[config.mk]
export PLATFORM = sky130hd
export DESIGN_NAME = shift_issue_stage
export DESIGN_NICKNAME = d
export VERILOG_FILES = /design/src/rtl/shift_issue_stage.sv
export SDC_FILE = /design/constraint.sdc
export NUM_CORES = 1
export LEC_CHECK = 0
export CAP_MARGIN = 15
export CORE_MARGIN = 2
export CORE_UTILIZATION = 40
export CTS_CLUSTER_DIAMETER = 60
export DETAILED_ROUTE_END_ITERATION = 6
export GPL_TIMING_DRIVEN = 0
export PLACE_DENSITY = 0.71
export SETUP_SLACK_MARGIN = 0.4
export SLEW_MARGIN = 10
export SYNTH_ARGS = -nofsm -noshare
export SYNTH_HDL_FRONTEND = slang
export SYNTH_SLANG_ARGS = --single-unit
[constraint.sdc]
create_clock -name clk -period 5.2 [get_ports clk]
set_input_delay 1.04 -clock clk [delete_from_list [all_inputs] [get_ports clk]]
set_output_delay 1.04 -clock clk [all_outputs]
set_load 0.02 [all_outputs]
[src/rtl/shift_issue_stage.sv]
// shift_issue_stage
//   Issue stage in front of the shifter of the reduced 16-bit ARM datapath.
//   Takes one Thumb-style shift instruction per valid/ready handshake, reads
//   its operands from an internal 8x16 register file (with write-back
//   bypass), decodes aBus / imm5 / shift_op / rd_addr and presents them on a
//   registered valid/ready output backed by a one-entry skid buffer.
//
// Ports
//   clk, rst_n            clock, asynchronous active-low reset
//   instr_valid/ready     upstream handshake, instr is the instruction word
//   wb_en/addr/data       register-file write port (never stalled)
//   out_valid/ready       downstream handshake toward the shifter
//   aBus, imm5, shift_op  shifter operands, rd_addr destination register
//   illegal               one-cycle pulse after an illegal word is consumed
module shift_issue_stage #(
    parameter int NREGS = 8,
    parameter int DW    = 16
) (
    input  logic          clk,
    input  logic          rst_n,
    input  logic          instr_valid,
    output logic          instr_ready,
    input  logic [15:0]   instr,
    input  logic          wb_en,
    input  logic [2:0]    wb_addr,
    input  logic [DW-1:0] wb_data,
    output logic          out_valid,
    input  logic          out_ready,
    output logic [DW-1:0] aBus,
    output logic [DW-1:0] imm5,
    output logic [4:0]    shift_op,
    output logic [2:0]    rd_addr,
    output logic          illegal
);

    typedef struct packed {
        logic [DW-1:0] abus;
        logic [DW-1:0] imm;
        logic [4:0]    op;
        logic [2:0]    rd;
    } entry_t;

    logic [DW-1:0] rf_q [NREGS];
    logic [DW-1:0] rf_d [NREGS];

    entry_t out_q, out_d, skid_q, skid_d, dec;
    logic   out_valid_q, out_valid_d;
    logic   skid_valid_q, skid_valid_d;
    logic   illegal_q, illegal_d;

    logic [DW-1:0] src_hi, src_lo;
    logic          dec_legal, accept, push;

    // Operand read with same-cycle write-back bypass; instr[5:3] and
    // instr[2:0] are bypassed independently.
    always_comb begin
        src_hi = (wb_en && (wb_addr == instr[5:3])) ? wb_data : rf_q[instr[5:3]];
        src_lo = (wb_en && (wb_addr == instr[2:0])) ? wb_data : rf_q[instr[2:0]];
    end

    always_comb begin
        dec_legal = 1'b0;
        dec.abus  = '0;
        dec.imm   = '0;
        dec.op    = '0;
        dec.rd    = instr[2:0];
        if ((instr[15:13] == 3'b000) && (instr[12:11] != 2'b11)) begin
            dec_legal = 1'b1;
            case (instr[12:11])
                2'b00:   dec.op = 5'b01000;
                2'b01:   dec.op = 5'b01010;
                default: dec.op = 5'b01110;
            endcase
            dec.abus = src_hi;
            dec.imm  = DW'(instr[10:6]);
        end else if (instr[15:6] == 10'b0100000111) begin
            dec_legal = 1'b1;
            dec.op    = 5'b10110;
            dec.abus  = src_lo;
            dec.imm   = DW'(src_hi[4:0]);
        end
    end

    always_comb begin
        rf_d = rf_q;
        if (wb_en) begin
            rf_d[wb_addr] = wb_data;
        end
    end

    // Output/skid pair: the skid only fills while the output is stalled, and
    // when the output frees up the skid always refills it first, so entries
    // leave in acceptance order. No accept is possible while the skid is full.
    always_comb begin
        accept       = instr_valid && !skid_valid_q;
        push         = accept && dec_legal;
        out_d        = out_q;
        out_valid_d  = out_valid_q;
        skid_d       = skid_q;
        skid_valid_d = skid_valid_q;
        illegal_d    = accept && !dec_legal;
        if (!out_valid_q || out_ready) begin
            if (skid_valid_q) begin
                out_d        = skid_q;
                out_valid_d  = 1'b1;
                skid_valid_d = 1'b0;
            end else if (push) begin
                out_d       = dec;
                out_valid_d = 1'b1;
            end else begin
                out_valid_d = 1'b0;
            end
        end else if (push) begin
            skid_d       = dec;
            skid_valid_d = 1'b1;
        end
    end

    always_ff @(posedge clk or negedge rst_n) begin
        if (!rst_n) begin
            for (int unsigned i = 0; i < NREGS; i++) begin
                rf_q[i] <= '0;
            end
            out_q        <= '0;
            out_valid_q  <= 1'b0;
            skid_q       <= '0;
            skid_valid_q <= 1'b0;
            illegal_q    <= 1'b0;
        end else begin
            rf_q         <= rf_d;
            out_q        <= out_d;
            out_valid_q  <= out_valid_d;
            skid_q       <= skid_d;
            skid_valid_q <= skid_valid_d;
            illegal_q    <= illegal_d;
        end
    end

    assign instr_ready = !skid_valid_q;
    assign out_valid   = out_valid_q;
    assign aBus        = out_q.abus;
    assign imm5        = out_q.imm;
    assign shift_op    = out_q.op;
    assign rd_addr     = out_q.rd;
    assign illegal     = illegal_q;

endmodule

==> impl_results.md, run 1 <==
- Status: complete, no violations
- Crit share post-route: 65.24%
- Tmin final: 3.392 ns
- Final wirelength: 26270 um
- Antenna violations before repair: 1
- CP max-delay cell: clkdlybuf4s50_1
- Hold Path Sink: skid_q[28]
- First-pass GRT wire length: 41700 um
- Die height: 161.9 um
- Number of global-route vias before repair: 7497
- Via-to-Cell Ratio: 5.868
- Post-route setup slack: 1.808 ns
- Placed cell count: 1215
- Worst-path cell chain: clkdlybuf4s50_1 > clkbuf_1 > nand2b_1 > clkbuf_1 > o22ai_1 > a211oi_1 > o221ai_1 > a22o_1
- Die area: 0.02621 mm^2
- RSZ-0062 raised after global routing: false
- Final Setup Violations: 0
- Filler cell count: 2224
- HPWL after detailed placement: 18510 um
- Worst r2r dst: aBus[4]
- Hold path depth: 2
- Final GP Congestion: 0.8515
- DRT Pass-1 Iters: 6
- Drc violations: 0
- Sum Neg Setup Slack: 0 ns
- Pin count of the biggest net entering global routing: 110
- Hold/Removal Path Class: reg -> reg
- Final Hold Slack: 0.4822 ns
- Final Hold Viols: 0
- Clk slew on worst S/H paths: 0.07 ns
- Core Util, Final: 47.41%
- Buf/Inv on CP: 3
- Max incr delay on CP: 0.54 ns
- Final nets: 950
- Flop2flop setup slack: 3.20 ns
- Power Dens Cells: 348.2 mW/mm^2
- Total chip power: 4.026 mW
- Area after DPL: 0.01098 mm^2
- Rows: 57
- Clock Root Buffer: clkbuf_16
- Grt ovf: 0
- Share of cells above drive strength 1: 25.57%
- Slew of the pin with the lowest slew margin: 1.020 ns
- Synthesized flop and latch total: 187
- Core ar.: 0.02439 mm^2
- CP max FO: 10
- Max frequency: 0.2948 GHz
- PortBufs: 52
- CP Data Arrival Time: 3.72 ns
- Register Area: 0.004679 mm^2
- Lkg Pwr: 4.695 nW
- Clk buf depth: 2
- FFs w/ async S/R, synth: 100.0%
- Final ANT Viol Nets: 0
- Boundary pin count: 83
- Worst-Skew Late Latency: 0.44 ns
- R2R Path Start: skid_valid_q
- CP top delay family: buffers and inverters
- Post-Syn Instances: 827
- Area Overhead vs Synth: 15.99%
- Vias: 7318
- Kind of critical path: in -> reg
- Seq/Total Area, Yosys: 46.93%
- Synth area leaders: dfrtp_1 47%, mux2_2 15%, mux4_2 7.2%, mux2i_1 6.8%, o21ai_0 4.1%
- Worst r2r path cells: 4
- Max VDD drop: 0.2412 mV
- YS warnings: 0
- CTS tree: yes
- H-Tree Depth: 4
- HP Start: skid_q[28]
- Rel. slew slack: 30.25%
- Slew Viols, Final: 0
- Multi-input logic area: 0.004912 mm^2
- Placement Setup Slack: 1.472 ns
- Max-Cap Viols: 0
- Top FF cell, synth: dfrtp_1
- Critical Path End Type: flip-flop
- Num CTS Buffers: 17
- Chip Width: 161.9 um
- Post-synthesis cell area: 0.009971 mm^2
- Total GRT Usage: 20.71%
- Yosys cell types: 45
- Non-Filler Instances: 1247
- ANT cells: 0
- EDFF count, synth: 0
- TritonCTS sink count: 187
- Drt first-iter violations: 582
- Drt wl/cell: 21.07 um
- Synth area leader: dfrtp_1
- CP most frequent cell: clkbuf_1
- Syn_area_per_cell: 12.06 um^2
- Share of the synthesized area in the top cell type: 46.93%
- Post_cts resized: 0
- Postcts setup bufs: 0
- Critical path launch point type: input port
- Final instance area: 0.01156 mm^2
- Data required, critical path: 5.52 ns
- Layout Skew: 0.01343 ns
- CTS Hold Bufs: 0
- Starting density of the core: 40.88%
-- Yosys cell counts (5+ instances only) --
cell type / n
dfrtp_1: 187
mux2_2: 134
o21ai_0: 81
mux2i_1: 68
clkbuf_1: 52
mux4_2: 32
nand2_1: 29
a211oi_1: 27
o22ai_1: 22
o22a_1: 16
buf_2: 14
nor2_1: 14
buf_1: 13
nor3_1: 13
buf_4: 12
a22o_1: 11
o221ai_1: 11
a22oi_1: 10
nand3_1: 10
o211ai_1: 10
a21oi_1: 8
nor2b_1: 8
xnor2_1: 6
a2bb2oi_1: 5
-- logic make-up after synthesis --
family | count (synthesis) | share of synthesized area [%]
compound gates | 207 | 13.75
mux | 234 | 29.19
buf+inv | 94 | 4.317
xor+xnor | 6 | 0.5270
simple gates | 98 | 5.245
other cells | 1 | 0.03761
flops | 187 | 46.93
-- state kept, by name, indices dropped and copies added (netlist names) --
name,flops
imm5,5
aBus,16
rf_q,128
skid_valid_q,1
illegal,1
out_valid,1
shift_op,4
skid_q,28
rd_addr,3
-- final cells by class --
class	instances	share of cell area, %
Multi-Input combinational cell	557	42.48
Sequential cell	187	40.46
Timing Repair Buffer	53	4.782
Clock buffer	20	3.862
Buffer	93	3.689
Tap cell	324	3.505
Clock inverter	12	1.190
Inverter	1	0.03246
-- tightest hold or removal path: stages, from the launching register on --
cell	delay [ns]
dfrtp_1	0.34
nand2_1	0.04
o21ai_0	0.06
-- cells in the final DEF (no fill, tap or decap), types with 11 or more instances in the layout --
cell type | Yosys | routed
a211oi_1 | 27 | 27
a22o_1 | 11 | 11
buf_1 | 13 | 13
buf_2 | 14 | 14
buf_4 | 12 | 12
clkbuf_1 | 52 | 54
clkbuf_16 | 0 | 17
clkdlybuf4s50_1 | 0 | 51
conb_1 | 1 | 12
dfrtp_1 | 187 | 187
mux2_2 | 134 | 134
mux2i_1 | 68 | 68
mux4_2 | 32 | 32
nand2_1 | 29 | 29
nor2_1 | 14 | 14
nor3_1 | 13 | 11
o21ai_0 | 81 | 81
o221ai_1 | 11 | 11
o22a_1 | 16 | 16
o22ai_1 | 22 | 22
-- per-layer routing --
metal | track usage [%] | routed length (um)
met5 | 0 | 13
met4 | 7.120 | 512
met3 | 4.648 | 1758
met2 | 33.50 | 12380
met1 | 27.64 | 11600
-- worst max path at each step --
| stage | startpoint | to | slack (ns) | depth (start not counted) |
|---|---|---|---|---|
| 5_1_grt | instr[2] | aBus[6] | 1.65 | 8 |
| 6_report | instr[2] | aBus[11] | 1.81 | 8 |
| 3_3_place_gp | rst_n | rf_q[43] | -4.69 | 1 |
| 2_1_floorplan | instr[3] | aBus[10] | 2.35 | 8 |
| 4_1_cts | instr[2] | aBus[9] | 1.91 | 8 |
| 3_5_place_dp | instr[5] | imm5[2] | 1.47 | 7 |
-- power by group --
part | leakage (nW) | switching (mW) | internal, mW | total (mW)
clock network | 0.281 | 0.576 | 0.726 | 1.30
logic | 2.06 | 0.393 | 0.461 | 0.854
registers | 2.35 | 0.173 | 1.70 | 1.87
total | 4.69 | 1.14 | 2.88 | 4.03
(Power assumes the default switching activity.)
==> inputs of run 2 (changes only) <==
Clock period 5.2 ns to 3.5 ns, I/O delays scaled along.
==> impl_results.md, run 2 (synthesis results as in run 1) <==
- Core ar.: 0.02439 mm^2 (unchanged)
- Slew of the pin with the lowest slew margin: 0.9024 ns (-0.1175 ns)
- Placement Setup Slack: 0.1121 ns (-1.360 ns)
- RSZ-0062 raised after global routing: false
- Cell Int Power: 4.285 mW (+49%)
- CTS Hold Bufs: 0 (unchanged)
- Filler cell count: 2223 (-0.045%)
- DRT Pass-1 Iters: 5 (-1)
- Critical Path End Type: flip-flop
- CTS tree: yes
- Crit path to: aBus[5]
- TritonCTS sink count: 187 (unchanged)
- Num CTS Buffers: 17 (unchanged)
- Critical path launch point type: input port
- Worst r2r path cells: 5 (+1)
- R2R Path Start: rf_q[36]
- Most frequent cells in the layout: 187 x dfrtp_1, 134 x mux2_2, 81 x o21ai_0, 68 x mux2i_1, 52 x clkbuf_1
- Sw Ratio: 28.29% (-0.081 points)
- Final ANT Viol Nets: 0 (unchanged)
- Clk slew on worst S/H paths: 0.07 ns (about the same)
- Worst r2r dst: skid_q[12]
- Clk buf depth: 2 (unchanged)
- Die area: 0.02621 mm^2 (unchanged)
- Slew Viols, Final: 0 (unchanged)
- Final Setup Violations: 0 (unchanged)
- H-Tree Depth: 4 (unchanged)
- Non-Filler Instances: 1247 (unchanged)
- Final nets: 950 (unchanged)
- Antenna violations before repair: 1 (unchanged)
- Commonest non-fill, non-tap cell in the layout: dfrtp_1
- Kind of critical path: in -> reg
- Layout Skew: 0.008282 ns (-0.005144 ns)
- Clock Root Buffer: clkbuf_16
- Post_cts resized: 0 (unchanged)
- Rel. slew slack: 39.58% (+9.3 points)
- Chip Width: 161.9 um (unchanged)
- ANT cells: 0 (unchanged)
- Worst-Skew Late Latency: 0.44 ns (about the same)
- Sum Neg Setup Slack: 0 ns (unchanged)
- Drc violations: 0 (unchanged)
- Final wirelength: 26200 um (-0.27%)
- Total GRT Usage: 20.71% (unchanged)
- Sequential share of power: 46.5% (about the same)
- Drt wl/cell: 21.01 um (-0.27%)
- Clock group share of total power: 32.3% (about the same)
- Area Overhead vs Synth: 16.02% (about the same)
- Lkg Pwr: 4.700 nW (+0.12%)
- Combinational share of power: 21.2% (about the same)
- CP Data Arrival Time: 3.38 ns (-0.34 ns)
- HPWL after detailed placement: 18510 um (unchanged)
- Net Switching: 1.690 mW (+48%)
- Flop2flop setup slack: 1.50 ns (-1.70 ns)
- Vias: 7300 (-0.25%)
- Die height: 161.9 um (unchanged)
- Crit share post-route: 86.05%
- CP max FO: 10 (unchanged)
- Share of cells above drive strength 1: 25.79% (+0.22 points)
- Final GP Congestion: 0.8515 (unchanged)
- CP startpoint: instr[5]
- PortBufs: 52 (unchanged)
- Status: complete, no violations
- Pin count of the biggest net entering global routing: 110 (unchanged)
- Starting density of the core: 40.88% (unchanged)
- Via-to-Cell Ratio: 5.854 (-0.25%)
- Hold/Removal Path Class: in -> async
- Post-route setup slack: 0.4883 ns (-1.319 ns)
- Boundary pin count: 83 (unchanged)
- Grt ovf: 0 (unchanged)
- Max VDD drop: 0.3584 mV (+49%)
- Postcts setup bufs: 0 (unchanged)
- Core Util, Final: 47.43% (about the same)
- First-pass GRT wire length: 41700 um (unchanged)
- Placed cell count: 1215 (unchanged)
- Power Dens Cells: 516.6 mW/mm^2 (+48%)
- Max FFs per register: 128 (unchanged)
- Max frequency: 0.3320 GHz
- Tmin final: 3.012 ns
- Final Hold Viols: 0 (unchanged)
- Max-Cap Viols: 0 (unchanged)
- Biggest register: rf_q
- Number of global-route vias before repair: 7497 (unchanged)
- Rows: 57 (unchanged)
- Drt first-iter violations: 567 (-2.6%)
- Data required, critical path: 3.87 ns (-1.65 ns)
-- run 2: worst min-delay path by stage --
stage	start	end	depth (start not counted)	slack, ns
after floorplan	rst_n	aBus[0]	0	0.40
after global placement	skid_q[28]	skid_q[28]	2	0.46
after detailed placement	skid_q[28]	skid_q[28]	2	0.47
after CTS	rst_n	rf_q[98]	1	0.26
after global routing	rst_n	rf_q[98]	1	0.26
final	rst_n	rf_q[98]	1	0.22
-- run 2: critical path: stages --
cell and delay (ns):
clkdlybuf4s50_1 0.59, xnor2_1 0.28, and4_1 0.21, clkbuf_1 0.37
clkbuf_1 0.53, a211oi_1 0.18, o221ai_1 0.33, a22o_1 0.18
-- run 2: final cells by class --
cell class / instances / area [um^2] / share of cell area, %
Clock buffer: 20 / 446.7 / 3.861
Multi-Input combinational cell: 557 / 4913 / 42.47
Sequential cell: 187 / 4679 / 40.45
Tap cell: 324 / 405.4 / 3.504
Timing Repair Buffer: 53 / 553.0 / 4.780
Clock inverter: 12 / 137.6 / 1.190
Buffer: 93 / 429.2 / 3.710
Inverter: 1 / 3.754 / 0.03245
-- run 2: per-layer routing --
layer / track usage (%) / wire length (um) / vias to the layer above
li1: - / - / 3291
met1: 27.64 / 11520 / 3667
met2: 33.50 / 12340 / 289
met3: 4.648 / 1767 / 51
met4: 7.120 / 554 / 2
met5: 0 / 13 / -
-- run 2: power by group through the flow --
stage	registers (mW)	logic (mW)	clock network [mW]
after floorplan	2.76	0.881	0
after global placement	2.79	1.21	0
after detailed placement	2.81	1.25	0
after CTS	2.77	1.26	1.96
after global routing	2.82	1.37	2.05
final	2.78	1.27	1.93
-- run 2: per-stage QoR --
step                      hold slack, ns  total power, mW  area, um^2
after floorplan                   0.4044            3.646       10010
after global placement            0.4611            4.003       10940
after detailed placement          0.4711            4.061       10980
after CTS                         0.2595            5.984       11560
after global routing              0.2647            6.239       11570
final                             0.2228            5.976       11570
